$ cat src/rtl/ones_fill_gen_pkg.sv
// Shared definitions for the ones-fill generator and its popcount counterpart,
// so both ends of the path agree on the count width.
package ones_fill_pkg;

   typedef enum logic [1:0] {
      IDLE,
      FILL,
      DONE
   } fill_state_t;

   localparam int DEFAULT_DATA_WIDTH = 32;

   // A count of 0..data_width ones needs one more code point than data_width bits.
   function automatic int count_width(input int data_width);
      return $clog2(data_width + 1);
   endfunction

endpackage

$ cat src/rtl/ones_fill_gen_if.sv
// Count-in / word-out handshake bundle for the ones-fill generator.
interface ones_fill_if
   import ones_fill_pkg::*;
#(
   parameter int DATA_WIDTH = DEFAULT_DATA_WIDTH
);
   localparam int COUNT_W = count_width(DATA_WIDTH);

   logic                  in_valid;
   logic                  in_ready;
   logic [COUNT_W-1:0]    in_count;
   logic                  out_valid;
   logic                  out_ready;
   logic [DATA_WIDTH-1:0] out_data;
   logic                  out_sat;

   // The slave is the generator; the master supplies counts and consumes words.
   modport master (
      output in_valid, in_count, out_ready,
      input  in_ready, out_valid, out_data, out_sat
   );

   modport slave (
      input  in_valid, in_count, out_ready,
      output in_ready, out_valid, out_data, out_sat
   );

endinterface

$ cat src/rtl/ones_fill_gen_fill_shifter.sv
// Datapath of the ones-fill generator: shift register, remaining-ones counter
// and shift counter, steered by load/shift strobes from the controlling FSM.
module fill_shifter
   import ones_fill_pkg::*;
#(
   parameter  int DATA_WIDTH = DEFAULT_DATA_WIDTH,
   localparam int COUNT_W    = count_width(DATA_WIDTH),
   localparam int SHIFT_W    = $clog2(DATA_WIDTH) + 1
) (
   input  logic                  clk,
   input  logic                  rst,
   input  logic                  load,
   input  logic                  shift,
   input  logic [COUNT_W-1:0]    load_count,
   output logic [DATA_WIDTH-1:0] word,
   output logic                  sat,
   output logic                  last_shift
);

   logic [COUNT_W-1:0] remaining;
   logic [SHIFT_W-1:0] shift_cnt;
   logic               over_limit;
   logic               fill_bit;

   assign over_limit = load_count > COUNT_W'(DATA_WIDTH);
   assign fill_bit   = remaining != '0;

   // The shift that brings the counter to DATA_WIDTH is the final one.
   assign last_shift = shift_cnt == SHIFT_W'(DATA_WIDTH - 1);

   always_ff @(posedge clk or posedge rst) begin
      if (rst) begin
         word      <= '0;
         remaining <= '0;
         sat       <= 1'b0;
         shift_cnt <= '0;
      end else if (load) begin
         word      <= '0;
         shift_cnt <= '0;
         remaining <= over_limit ? COUNT_W'(DATA_WIDTH) : load_count;
         sat       <= over_limit;
      end else if (shift) begin
         // Bits enter at the top and walk down, so the earliest ones end up lowest.
         word      <= {fill_bit, word[DATA_WIDTH-1:1]};
         shift_cnt <= shift_cnt + SHIFT_W'(1);
         if (fill_bit) begin
            remaining <= remaining - COUNT_W'(1);
         end
      end
   end

endmodule

$ cat src/rtl/ones_fill_gen.sv
// Serial thermometer-word generator: accepts a ones count, shifts in one bit per
// clock and presents a word with min(count, DATA_WIDTH) low ones set.
module ones_fill_gen
   import ones_fill_pkg::*;
#(
   parameter int DATA_WIDTH = DEFAULT_DATA_WIDTH
) (
   input logic        clk,
   input logic        rst,
   ones_fill_if.slave bus
);

   fill_state_t           state;
   fill_state_t           next_state;
   logic                  load;
   logic                  shift;
   logic                  last_shift;
   logic                  accept;
   logic [DATA_WIDTH-1:0] word;
   logic                  sat;

   assign accept = (state == IDLE) && !rst;

   fill_shifter #(
      .DATA_WIDTH (DATA_WIDTH)
   ) u_shifter (
      .clk        (clk),
      .rst        (rst),
      .load       (load),
      .shift      (shift),
      .load_count (bus.in_count),
      .word       (word),
      .sat        (sat),
      .last_shift (last_shift)
   );

   always_ff @(posedge clk or posedge rst) begin
      if (rst) begin
         state <= IDLE;
      end else begin
         state <= next_state;
      end
   end

   // No bypass: a finished word must be taken before IDLE can accept again.
   always_comb begin
      next_state = state;
      load       = 1'b0;
      shift      = 1'b0;
      case (state)
         IDLE: begin
            if (bus.in_valid && accept) begin
               load       = 1'b1;
               next_state = FILL;
            end
         end
         FILL: begin
            shift = 1'b1;
            if (last_shift) begin
               next_state = DONE;
            end
         end
         DONE: begin
            if (bus.out_ready) begin
               next_state = IDLE;
            end
         end
         default: begin
            next_state = IDLE;
         end
      endcase
   end

   assign bus.in_ready  = accept;
   assign bus.out_valid = state == DONE;
   assign bus.out_data  = word;
   assign bus.out_sat   = sat;

endmodule

$ cat src/flat_wrapper.sv
// flat-port wrapper written by rule: the top's interface ports become plain ports
module ones_fill_gen_flat import ones_fill_pkg::*;
#(
   parameter int DATA_WIDTH = DEFAULT_DATA_WIDTH
)
  (clk, rst, bus_in_valid, bus_in_count, bus_out_ready, bus_in_ready, bus_out_valid, bus_out_data, bus_out_sat);
  ones_fill_if #(.DATA_WIDTH(DATA_WIDTH)) bus_i ();
  input logic clk;
  input logic rst;
  input wire logic [$bits(bus_i.in_valid)-1:0] bus_in_valid;
  input wire logic [$bits(bus_i.in_count)-1:0] bus_in_count;
  input wire logic [$bits(bus_i.out_ready)-1:0] bus_out_ready;
  output wire logic [$bits(bus_i.in_ready)-1:0] bus_in_ready;
  output wire logic [$bits(bus_i.out_valid)-1:0] bus_out_valid;
  output wire logic [$bits(bus_i.out_data)-1:0] bus_out_data;
  output wire logic [$bits(bus_i.out_sat)-1:0] bus_out_sat;
  assign bus_i.in_valid = bus_in_valid;
  assign bus_i.in_count = bus_in_count;
  assign bus_i.out_ready = bus_out_ready;
  assign bus_in_ready = bus_i.in_ready;
  assign bus_out_valid = bus_i.out_valid;
  assign bus_out_data = bus_i.out_data;
  assign bus_out_sat = bus_i.out_sat;
  ones_fill_gen #(.DATA_WIDTH(DATA_WIDTH)) u_core (.clk(clk), .rst(rst), .bus(bus_i));
endmodule
$ cat config.mk
export PLATFORM = sky130hd
export DESIGN_NAME = ones_fill_gen_flat
export DESIGN_NICKNAME = d
export VERILOG_FILES = /design/src/rtl/ones_fill_gen_pkg.sv /design/src/rtl/ones_fill_gen_if.sv /design/src/rtl/ones_fill_gen_fill_shifter.sv /design/src/rtl/ones_fill_gen.sv /design/src/flat_wrapper.sv
export SDC_FILE = /design/constraint.sdc
export NUM_CORES = 1
export LEC_CHECK = 0
export ABC_AREA = 1
export BUFFER_PORTS_ARGS = -buffer_cell sky130_fd_sc_hd__buf_2
export CORE_MARGIN = 5
export CORE_UTILIZATION = 30
export CTS_CLUSTER_DIAMETER = 200
export DETAILED_ROUTE_END_ITERATION = 10
export SLEW_MARGIN = 10
export SYNTH_ARGS = -nofsm -noshare
export SYNTH_HDL_FRONTEND = slang
export SYNTH_SLANG_ARGS = --single-unit
$ cat constraint.sdc
create_clock -name clk -period 2.7 [get_ports clk]
set_input_delay 0.135 -clock clk [delete_from_list [all_inputs] [get_ports clk]]
set_output_delay 0.135 -clock clk [all_outputs]
set_load 0.02 [all_outputs]
==> flow_metrics.tcl <==
set metrics [dict create \
    cp_data_required_time_ns 2.90 \
    synthCells 269 \
    synth.most_common_cell "nand2_1" \
    syn_area_mm2 0.00226 \
    initial_core_util 0.310 \
    end_kind "flop" \
    final_layout_size_suffix_gt1_frac 0.201 \
    relSlewSlack 0.590 \
    crit_fanout 32 \
    tns_ns 0 \
    max_freq_ghz 0.552 \
    yosysSeqAreaShare 0.520 \
    arrival_ns 2.01 \
    drv_cap 0 \
    postCtsResizedCells 0 \
    vias 1732 \
    p_per_area_mw_per_mm2 1200 \
    core-area_mm2 0.00729 \
    worstHoldPathType "in -> async" \
    avgRoutedWirePerCell_um 11.3 \
    dp_hpwl_um 3230 \
    drt-pass1-iter-count 4 \
    portBuffers 44 \
    async_flop_share 1.00 \
    grtUsageTotal 0.0991 \
    synth_cell_type_count 23 \
    die_height_um 96.8 \
    syn_to_final_growth_pct 17.7 \
    overflow 0 \
    clock_sinks 47 \
    period_minus_slack_ns 1.81 \
    worst_slack_ns 0.888 \
    io_pins 45 \
    finalCritPeriodShare 0.671 \
    drc 0 \
    hold_violations 0 \
    antenna_found_initial 0 \
    rsz0062_at_grt "no" \
    htreeDepth 2 \
    drt_wl_total_um 4660 \
    yosys.area.top_type "dfrtp_1" \
    clk_pin_slew_ns 0.10 \
    synth_flop_cell "dfrtp_1" \
    gp_congestion 0.759 \
    clockBufferDepth 2 \
    synth_top_area_frac 0.520 \
    whs_ns 0.00813 \
    tightest_slew_ns 0.615 \
    cts-buffers-inserted 5 \
    grt_max_degree 48 \
    p_leak_nw 1.67 \
    regArea_mm2 0.00118 \
    postCtsSetupBuffers 0 \
    slew_violations 0 \
    clk_latency_ns 0.30 \
    finClkSkew_ns 0.00966 \
    ys_warn_count 0 \
    tritoncts "done" \
    ir_worst_vdd_mv 0.440 \
    viasPerCell 4.19 \
    synth_common_cells "72 x nand2_1, 50 x inv_1, 47 x dfrtp_1" \
    die-width_um 96.8 \
    pre_cts_ws_ns 0.905 \
    n_fill_cell 776 \
    nets 326 \
    ant_nets 0 \
    multi_input_area_um2 812 \
    synth-edff-count 0 \
    n_antenna_cell 0 \
    grt_pass1_vias 1640 \
    grt_pass1_wl_um 7850 \
    design.die.area_mm2 0.00937 \
    holdBufCountCts 0 \
    final-setup-viol-count 0 \
    status "finished, final reports clean" \
    root_buffer "clkbuf_8" \
    syn_avg_cell_area_um2 8.40 \
    synth_area_leaders "dfrtp_1 52%, nand2_1 12%, a21boi_1 9.6%" \
    num_rows 31 \
    syn-num-nets 282 \
    initialDrtViolationCount 85 \
    start_kind "flop" \
    synth-seq-cells 47 \
    worstSetupPathType "reg -> reg" \
]
==> cell usage in the layout, fill, tap and decap left out, drive strengths merged <==
cell     n
nand2   74
inv     55
dfrtp   47
buf     45
a21boi  31
nor2    23
nand3   14
o21ai    7
clkbuf   5
a21oi    3
ha       3
xor2     2
xnor2    1
nand4    1
nor3     1
bufinv   1
clkinv   1
==> final cells by class <==
class | instances | share of cell area
Sequential cell | 47 | 0.442
Clock inverter | 3 | 0.0179
Clock buffer | 5 | 0.0259
Multi-Input combinational cell | 160 | 0.305
Inverter | 54 | 0.0762
Tap cell | 99 | 0.0466
Timing Repair Buffer | 45 | 0.0856
==> state kept, by name (all words and copies together) (netlist names) <==
register / count
u_core.u_shifter.shift_cnt: 6
u_core.u_shifter.remaining: 6
u_core.state: 2
u_core.u_shifter.word: 32
u_core.u_shifter.sat: 1
==> routing by layer <==
metal / part of all wire / global-route usage
met3: 0.041 / 0.0281
met5: 0 / 0
met1: 0.51 / 0.136
met2: 0.44 / 0.155
met4: 0.0064 / 0.0227
==> final timing paths <==
| kind | start | to | slack, ns | depth (start not counted) |
|---|---|---|---|---|
| worst min register to register | u_core.u_shifter.sat | u_core.u_shifter.sat | 0.50 | 2 |
| worst min-delay path | rst | u_core.u_shifter.sat | 0.008 | 3 |
| worst max register to register | u_core.state[0] | u_core.u_shifter.word[29] | 0.89 | 6 |
| worst max-delay path | u_core.state[0] | u_core.u_shifter.word[29] | 0.89 | 6 |
| min in group clk | bus_in_count[1] | u_core.u_shifter.remaining[1] | 0.11 | 3 |
| max in group asynchronous | rst | u_core.u_shifter.word[4] | 2.27 | 3 |
==> logic make-up after synthesis <==
group / Yosys count / synth area share
AO/OA/AOI/OAI: 41 / 0.125
AND/OR/NAND/NOR: 113 / 0.206
buffers and inverters: 62 / 0.120
flip-flops: 47 / 0.520
adder cells (fa/ha/maj): 3 / 0.0166
XOR/XNOR: 3 / 0.0116
==> metrics by stage <==
step | area (µm²) | utilization | std cells | total power, W
after floorplan | 2260 | - | 269 | 0.00231
after global placement | 2540 | 0.349 | 405 | 0.00267
after detailed placement | 2540 | 0.349 | 405 | 0.00270
after CTS | 2660 | 0.365 | 413 | 0.00325
after global routing | 2660 | 0.365 | 413 | 0.00346
final | 2660 | 0.365 | 413 | 0.00320
==> worst max-delay path, cell delays in order, from the launching register on <==
cell and delay (ns):
dfrtp_1 0.45, nor2_2 0.14, nand3_2 0.36, nand2_1 0.22, inv_2 0.25, a21boi_0 0.24, inv_1 0.06
==> where the power goes <==
part           internal (W)  switching (W)
registers           0.00101       0.000238
clock network      0.000281       0.000253
logic              0.000462       0.000957
Note: power is estimated with default switching activity, not from simulation.
